--- config.mk ---
export PLATFORM = sky130hd
export DESIGN_NAME = bn_relu_pool
export DESIGN_NICKNAME = d
export VERILOG_FILES = /design/src/rtl/bn_relu_pool_pkg.sv /design/src/rtl/bn_relu_pool_line_buf.sv /design/src/rtl/bn_relu_pool.sv
export SDC_FILE = /design/constraint.sdc
export NUM_CORES = 1
export LEC_CHECK = 0
export BUFFER_PORTS_ARGS = -buffer_cell sky130_fd_sc_hd__buf_4
export CAP_MARGIN = 25
export CORE_ASPECT_RATIO = 0.7
export CORE_UTILIZATION = 54
export CTS_CLUSTER_SIZE = 20
export DETAILED_ROUTE_END_ITERATION = 8
export PLACE_DENSITY_LB_ADDON = 0.08
export SYNTH_ARGS = -nofsm -noshare
export SYNTH_HDL_FRONTEND = slang
export SYNTH_SLANG_ARGS = --single-unit
--- constraint.sdc ---
create_clock -name CLK -period 6.68 [get_ports CLK]
set_input_delay 1.002 -clock CLK [delete_from_list [all_inputs] [get_ports CLK]]
set_output_delay 1.002 -clock CLK [all_outputs]
set_load 0.005 [all_outputs]
--- src/rtl/bn_relu_pool_pkg.sv ---
// Shared types, sizing defaults and helper functions for the BN / ReLU / pool / conv datapath.
package bn_relu_pool_pkg;

  localparam int D_WL_DEF  = 24;
  localparam int IMG_W_DEF = 32;
  localparam int IMG_H_DEF = 32;

  localparam int HALF_W = IMG_W_DEF / 2;
  localparam int COL_W  = $clog2(IMG_W_DEF);
  localparam int ROW_W  = $clog2(IMG_H_DEF);

  // Negative BN results clamp to zero; the result is then treated as unsigned.
  function automatic logic [D_WL_DEF-1:0] relu(input logic signed [D_WL_DEF-1:0] x);
    logic [D_WL_DEF-1:0] r;
    r = x[D_WL_DEF-1] ? '0 : x;
    return r;
  endfunction

  function automatic logic [D_WL_DEF-1:0] umax(input logic [D_WL_DEF-1:0] a,
                                               input logic [D_WL_DEF-1:0] b);
    return (a >= b) ? a : b;
  endfunction

endpackage

--- src/rtl/bn_relu_pool_line_buf.sv ---
// Half-row line buffer holding the even-row horizontal pair maxima; combinational read
// so the pooled result is registered one cycle after the window's last pixel.
module pool_line_buf #(
  parameter int DEPTH = 16,
  parameter int WIDTH = 24,
  parameter int AW    = 4
) (
  input  logic             CLK,
  input  logic             we,
  input  logic [AW-1:0]    wr_addr,
  input  logic [WIDTH-1:0] wr_data,
  input  logic [AW-1:0]    rd_addr,
  output logic [WIDTH-1:0] rd_data
);

  logic [WIDTH-1:0] mem [DEPTH];

  always_ff @(posedge CLK) begin
    if (we) mem[wr_addr] <= wr_data;
  end

  assign rd_data = mem[rd_addr];

endmodule

--- src/rtl/bn_relu_pool.sv ---
// ReLU followed by 2x2 / stride-2 max-pooling over a raster-order BN pixel stream.
// The stream cannot be stalled, so every path accepts a pixel on any cycle.
import bn_relu_pool_pkg::*;

module bn_relu_pool #(
  parameter int D_WL  = D_WL_DEF,
  parameter int IMG_W = IMG_W_DEF,
  parameter int IMG_H = IMG_H_DEF
) (
  input  logic            CLK,
  input  logic            rst_n,
  input  logic [D_WL-1:0] D_IN,
  input  logic            in_valid,
  input  logic            frame_start,
  output logic [D_WL-1:0] D_O,
  output logic            o_valid,
  output logic            frame_done
);

  localparam int LB_DEPTH = IMG_W / 2;
  localparam int CW       = $clog2(IMG_W);
  localparam int RW       = $clog2(IMG_H);
  localparam int AW       = (LB_DEPTH > 1) ? $clog2(LB_DEPTH) : 1;

  localparam logic [CW-1:0] COL_LAST = CW'(IMG_W - 1);
  localparam logic [RW-1:0] ROW_LAST = RW'(IMG_H - 1);

  logic signed [D_WL-1:0] d_in_s;
  logic [D_WL-1:0]        r_p0;
  logic [D_WL-1:0]        pair_p0;
  logic [D_WL-1:0]        hmax_p0;
  logic [D_WL-1:0]        lb_rd_p0;
  logic [D_WL-1:0]        wmax_p0;

  logic [CW-1:0] col;
  logic [RW-1:0] row;
  logic [CW-1:0] col_eff;
  logic [RW-1:0] row_eff;
  logic [AW-1:0] lb_addr;
  logic          lb_we;
  logic          win_done;
  logic          last_win;

  logic [D_WL-1:0] d_o_p1;
  logic            vld_p1;
  logic            done_p1;

  // Stage p0: ReLU, horizontal pair max, vertical max against the line buffer.
  // A frame_start coinciding with a pixel forces that pixel to position (0,0).
  assign d_in_s   = D_IN;
  assign r_p0     = relu(d_in_s);
  assign col_eff  = frame_start ? '0 : col;
  assign row_eff  = frame_start ? '0 : row;
  assign lb_addr  = AW'(col_eff >> 1);
  assign hmax_p0  = umax(pair_p0, r_p0);
  assign wmax_p0  = umax(hmax_p0, lb_rd_p0);
  assign lb_we    = in_valid & col_eff[0] & ~row_eff[0];
  assign win_done = in_valid & col_eff[0] & row_eff[0];
  assign last_win = (col_eff == COL_LAST) && (row_eff == ROW_LAST);

  pool_line_buf #(
    .DEPTH (LB_DEPTH),
    .WIDTH (D_WL),
    .AW    (AW)
  ) u_line_buf (
    .CLK     (CLK),
    .we      (lb_we),
    .wr_addr (lb_addr),
    .wr_data (hmax_p0),
    .rd_addr (lb_addr),
    .rd_data (lb_rd_p0)
  );

  always_ff @(posedge CLK or negedge rst_n) begin
    if (!rst_n) begin
      col     <= '0;
      row     <= '0;
      pair_p0 <= '0;
    end else if (in_valid) begin
      if (!col_eff[0]) pair_p0 <= r_p0;
      if (col_eff == COL_LAST) begin
        col <= '0;
        row <= (row_eff == ROW_LAST) ? '0 : row_eff + 1'b1;
      end else begin
        col <= col_eff + 1'b1;
        row <= row_eff;
      end
    end else if (frame_start) begin
      col <= '0;
      row <= '0;
    end
  end

  // Stage p1: registered pooled output; D_O holds between strobes.
  always_ff @(posedge CLK or negedge rst_n) begin
    if (!rst_n) begin
      d_o_p1  <= '0;
      vld_p1  <= 1'b0;
      done_p1 <= 1'b0;
    end else begin
      vld_p1  <= win_done;
      done_p1 <= win_done & last_win;
      if (win_done) d_o_p1 <= wmax_p0;
    end
  end

  assign D_O        = d_o_p1;
  assign o_valid    = vld_p1;
  assign frame_done = done_p1;

endmodule

==> results of run 1 <==
==> worst max path at each step <==
stage | slack (ns) | startpoint | depth (start not counted) | to
floorplan | 1.73 | D_IN[23] | 17 | D_O[16]
global placement | 0.78 | D_IN[23] | 16 | D_O[14]
detailed placement | 0.69 | D_IN[23] | 17 | D_O[14]
CTS | 1.26 | D_IN[23] | 17 | D_O[14]
global route | 0.79 | D_IN[23] | 16 | D_O[4]
finish | 1.22 | D_IN[23] | 17 | D_O[14]
==> report_power, final <==
part / internal [W] / switching (W)
sequential: 0.00309 / 0.0000279
combinational: 0.000262 / 0.000589
clock: 0.00118 / 0.000980
total: 0.00453 / 0.00160
==> metal layers <==
metal	share of wire (%)	vias up	GRT usage, %
met2	44	458	41.1
met1	46	5889	42.6
met4	1.8	0	6.43
li1	-	5246	-
met5	0	-	0
met3	8.2	61	4.63
==> worst reg2reg max path, cell delays in order (launching register included) <==
cell and delay (ns):
dfrtp_1 0.43, ha_1 0.34, nand3_1 0.18, o221ai_4 0.38, buf_4 0.42, buf_4 0.30, mux2_2 0.36, a211oi_2 0.25
inv_1 0.27, ha_1 0.40, a21oi_1 0.14, o21ai_0 0.16, and2_1 0.21, a31oi_2 0.16, a21o_1 0.68, o211ai_1 0.18
==> cell usage after synthesis, drive strengths merged (2+ instances only) <==
cell and number:
edfxtp 368, a22oi 180, a21oi 106, nand2 90, buf 62, dfrtp 58
nor2 52, ha 50, o21ai 33, clkbuf 29, inv 29, nand2b 29
a31oi 27, mux2 27, o211ai 25, a211oi 22, nand4b 22, nor4 22
nor3 18, nor2b 8, nand4 7, a21o 6, nand3 6, and3 4
a2111o 2, and2 2, nor3b 2, o21a 2, xor2 2
==> layout make-up <==
type,count,area [um2],share of cell area [%]
flip-flops and latches,426,12500,60.2
multi-input cells,760,5560,26.8
clock buffers,56,1120,5.42
repair buffers,104,805,3.87
well taps,464,581,2.80
inverters,29,109,0.524
clock inverters,17,88.8,0.428
==> state kept, by name (all words and copies together), names as in the netlist <==
| signal | count |
|---|---|
| D_O | 23 |
| col | 5 |
| frame_done | 1 |
| o_valid | 1 |
| pair_p0 | 23 |
| row | 5 |
| u_line_buf.mem | 368 |
==> metrics by stage <==
step | hold WS (ns) | utilization (%) | instance area [um2]
global route | 0.531 | 61.6 | 20800
CTS | 0.513 | 61.6 | 20800
floorplan | 0.471 | - | 18600
global placement | 0.488 | 57.9 | 19500
finish | 0.507 | 61.6 | 20800
detailed placement | 0.499 | 58.0 | 19500
==> cells by family after synthesis <==
kind of cell | after synthesis
fa+ha+maj | 50
simple gates | 266
buf+inv | 120
mux | 28
other cells | 1
compound gates | 412
flops | 426
xor+xnor | 3
==> flow_metrics.tcl, run 1 <==
set metrics [dict create \
    slew_viol_final 0 \
    worst_setup_path_start_kind "primary input" \
    fillers 2568 \
    reg2reg_slack_ns 1.66 \
    cts_resized 0 \
    cts_tree "built" \
    finalCriticalPeriod_ns 5.46 \
    grt_overflow 0 \
    viasPerCell 6.28 \
    finalHoldViolations 0 \
    power.density_nw_per_um2 295 \
    tns_ns 0 \
    power_w 0.00613 \
    post_cts_buffers 0 \
    antennaDiodeCount 0 \
    setup_viol 0 \
    clk_pin_slew_ns 0.07 \
    wl_um 47900 \
    synth-async-reset-ratio_pct 13.6 \
    layout_setup_ws_ns 1.22 \
    worstHoldEndpoint "D_O[0]" \
    layout_worst_path_cycle_share_pct 81.8 \
    area_delta_synth_final_pct 11.8 \
    synth_top_family_by_area "compound AO/OA/AOI/OAI gates" \
    num_rows 56 \
    die_w_um 224 \
    netlist_area_um2 18600 \
    ys_seq_area_share_pct 67.3 \
    maxCapViolations 0 \
    core_area_um2 33700 \
    synthAdderAreaFrac_pct 3.37 \
    synth-simple-area-share_pct 8.27 \
    path_buf_inv 3 \
    p_leak_nw 7.31 \
    worst_pin_slew_ns 0.985 \
    synth-compound-area-share_pct 15.6 \
    antenna_found_initial 0 \
    htree_levels 2 \
    first_pass_iters 6 \
    synth_xor_area_share_pct 0.141 \
    gp_congestion 0.877 \
    drive_above_1_share_pct 18.8 \
    synthTopCellsByArea "edfxtp_1 59%, dfrtp_1 7.8%, a22oi_1 7.3%" \
    critical_path.top_delay_family "compound AO/OA/AOI/OAI gates" \
    crit_type "primary input to flip-flop" \
    rsz0062_at_grt "false" \
    nNetsFinal 1440 \
    pin_count 54 \
    syn_nets 1384 \
    final_common_cell "edfxtp_1" \
    finalNonFillerCells 1856 \
    required_ns 7.08 \
    ant_nets 0 \
    drt_iter0_markers 1222 \
    start_util_pct 55.1 \
    die_h_um 157 \
    synthCells 1306 \
    io_buffers 52 \
    die-area_um2 35200 \
    rr_endpoint "D_O[14]" \
    hpwl_um 29300 \
    crit_arrival_ns 5.86 \
    cts_made_buffers 41 \
    synth-main-ff-cell "edfxtp_1" \
    clock_sinks 426 \
    synth_cell_types 60 \
    grt_pass1_wl_um 71800 \
    ys_warn_count 0 \
    grt_pass1_vias 11300 \
    r2r_cells 15 \
    synth_seq_cells 426 \
    clkLatencyLatePin_ns 0.55 \
    vias 11700 \
    r2r_start "pair_p0[22]" \
    holdBufCountCts 0 \
    place_inst 1782 \
    muxShareOfSynthArea_pct 1.89 \
    crit_fanout 23 \
    grt_max_degree 92 \
    status "complete, no violations" \
    slowest_delay_ns 0.69 \
    dp_slack_ns 0.693 \
    grt_use_total_pct 27.7 \
    hold_path.startpoint "D_O[0]" \
    whs_path_depth 2 \
    crit_path_top_delay_cell "and3_1" \
    synth_top_area_cell "edfxtp_1" \
    ir_drop_uv 222 \
    hold_class "flip-flop to flip-flop" \
    path_cells "buf_4 -> nand2b_1 -> inv_1 -> ha_1 -> nand2b_1 -> a2111o_1 -> o2111ai_2 -> and3_1 -> a211oi_2 -> inv_1 -> ha_1 -> a2111o_1 -> a31oi_1 -> o21ai_1 -> a31oi_2 -> a21o_1 -> o211ai_1" \
    synth_edf_count 368 \
    synth_top_area_share_pct 59.5 \
    relSlewSlack_pct 34.3 \
    routedWlPerCell_um 25.8 \
    end_kind "flip-flop" \
    max_freq_mhz 183 \
    mostFrequentLayoutCells "368 x edfxtp_1, 180 x a22oi_1, 104 x a21oi_1" \
    skew_ns 0.0249 \
    drcViolationCount 0 \
    syn_area_per_cell_um2 14.2 \
    cts_buffer_depth 3 \
    root_buffer "clkbuf_16" \
]
No activity file was read; power rests on OpenSTA's default activity.
==> run 2: changes to the inputs <==
Settings changed: ABC_AREA from default to 1.
Clock period 6.68 ns to 5.3 ns, I/O delays scaled along.
==> flow_metrics.tcl, run 2 <==
set metrics [dict create \
    grt_overflow 0 \
    synth-main-ff-cell "edfxtp_1" \
    clk_pin_slew_ns 0.06 \
    grt_use_total_pct 26.9 \
    crit_arrival_ns 5.31 \
    finalHoldViolations 0 \
    relSlewSlack_pct 31.5 \
    skew_ns 0.0148 \
    antennaDiodeCount 0 \
    synth-async-reset-ratio_pct 13.6 \
    ant_nets 0 \
    grt_pass1_wl_um 75800 \
    synth_seq_cells 426 \
    antenna_found_initial 0 \
    grt_max_degree 89 \
    core_area_um2 36100 \
    yosysMostFrequentCell "nand2_1" \
    first_pass_iters 6 \
    layout_worst_path_cycle_share_pct 92.0 \
    vias 14200 \
    clkLatencyLatePin_ns 0.55 \
    mostFrequentLayoutCells "1176 x nand2_1, 368 x edfxtp_1, 127 x inv_1" \
    finalCriticalPeriod_ns 4.87 \
    root_buffer "clkbuf_16" \
    gp_congestion 0.840 \
    io_buffers 52 \
    hpwl_um 27700 \
    ys_warn_count 0 \
    drive_above_1_share_pct 8.85 \
    synthCells 2146 \
    htree_levels 2 \
    finalNonFillerCells 2718 \
    pin_count 54 \
    worst_pin_slew_ns 1.03 \
    fillers 3038 \
    largest_register_ffs 368 \
    tns_ns 0 \
    ir_drop_uv 273 \
    die-area_um2 37500 \
    final_cell_area_um2 22300 \
    crit_fanout 46 \
    drt_iter0_markers 1315 \
    synth_top_area_share_pct 55.7 \
    cts_tree "built" \
    nNetsFinal 2284 \
    p_leak_nw 10.1 \
    clock_sinks 426 \
    place_inst 2640 \
    hold_class "primary input to asynchronous set/reset pin" \
    crit_type "primary input to flip-flop" \
    num_rows 58 \
    holdBufCountCts 0 \
    synth_edf_count 368 \
    setup_viol 0 \
    syn_nets 2224 \
    cts_buffer_depth 3 \
    viasPerCell 5.23 \
    cts_resized 0 \
    wl_um 49200 \
    start_util_pct 55.0 \
    slew_viol_final 0 \
    syn_area_per_cell_um2 9.25 \
    die_h_um 162 \
    final_common_cell "nand2_1" \
    routedWlPerCell_um 18.1 \
    multi_input_area_um2 6430 \
    ys_top_cells_by_count "1176 x nand2_1, 368 x edfxtp_1, 127 x inv_1, 115 x nor2_1, 78 x nand3_1" \
    required_ns 5.74 \
    grt_pass1_vias 13100 \
    seq_area_um2 12500 \
    maxCapViolations 0 \
    area_delta_synth_final_pct 12.4 \
    die_w_um 231 \
    placed_cell_area_um2 20900 \
    regMostFlops "u_line_buf.mem" \
    cts_made_buffers 42 \
    end_kind "flip-flop" \
    fin_util_pct 61.9 \
    synthTopCellsByArea "edfxtp_1 56%, nand2_1 22%, dfrtp_1 7.3%" \
    power.density_nw_per_um2 366 \
    worst_setup_path_start_kind "primary input" \
    ys_seq_area_share_pct 63.0 \
    post_cts_buffers 0 \
    drcViolationCount 0 \
    synth_top_area_cell "edfxtp_1" \
    rsz0062_at_grt "false" \
    netlist_area_um2 19800 \
    max_freq_mhz 205 \
    status "complete, no violations" \
    synth_cell_types 32 \
]
run 2: cell count changes after synthesis, moves of 64 or more:
cell,before,now
a21oi_1,104,38
a22oi_1,180,0
inv_1,28,127
nand2_1,90,1176
nand3_1,6,78
nor2_1,51,115
run 2: power by group:
part	switching, W	internal [W]
logic	0.000859	0.000382
registers	0.0000422	0.00391
clock network	0.00124	0.00174
total	0.00214	0.00604
run 2: area by class of cell:
cell class                      count  share of cell area [%]
Sequential cell                   426                    56.0
Clock buffer                       60                    5.29
Clock inverter                     16                   0.791
Inverter                          134                    2.28
Multi-Input combinational cell   1493                    28.8
Tap cell                          480                    2.69
Timing Repair Buffer              109                    4.12
run 2: cells by family (layout without fill, tap and decap cells):
logic type               count (synthesis)  in the layout  synth area share, %
AO/OA/AOI/OAI                           49             49                 1.30
other                                    1              1               0.0189
flip-flops                             426            426                 63.0
XOR/XNOR                                 2              2               0.0883
buffers and inverters                  227            319                 5.28
adder cells (fa/ha/maj)                 50             50                 3.15
AND/OR/NAND/NOR                       1391           1391                 27.2
run 2: metrics by stage:
stage,hold slack [ns],power (W),setup WS [ns]
CTS,0.335,0.00822,0.492
finish,0.315,0.00817,0.426
global route,0.376,0.00851,0.0114
global placement,0.479,0.00524,-0.0571
detailed placement,0.470,0.00526,-0.0725
floorplan,0.472,0.00481,0.904
run 2: critical path, stage by stage:
cell,delay (ns)
buf_4,0.11
inv_1,0.35
buf_4,0.24
nand2_1,0.12
ha_1,0.30
inv_1,0.05
nor2_1,0.15
nand4_1,0.26
a21oi_1,0.33
nor2_1,0.09
buf_4,0.24
nand3_1,0.13
nand2_1,0.06
buf_4,0.20
ha_1,0.32
nand3_1,0.11
nor3_1,0.58
nor2b_1,0.21
nand2_1,0.06
nand4_1,0.11
buf_12,0.24
nand3_1,0.11
nand2_1,0.09
nand2_1,0.05
run 2: metal layers:
layer / track usage (%) / vias up / share of wire [%]
met1: 39.5 / 6740 / 45
met5: 0 / - / 0
li1: - / 6970 / -
met4: 7.86 / 0 / 2.3
met3: 4.55 / 70 / 7.2
met2: 41.3 / 439 / 45
run 2: final timing paths:
| kind | slack [ns] | endpoint | cells past startpoint | from |
|---|---|---|---|---|
| min | 0.32 | row[0] | 1 | rst_n |
| max in group asynchronous | 4.44 | D_O[11] | 1 | rst_n |
| max | 0.43 | D_O[19] | 24 | D_IN[23] |
| min reg2reg | 0.48 | D_O[9] | 2 | D_O[9] |
| min in group CLK | 0.48 | D_O[9] | 2 | D_O[9] |
| max reg2reg | 1.07 | D_O[19] | 20 | pair_p0[22] |
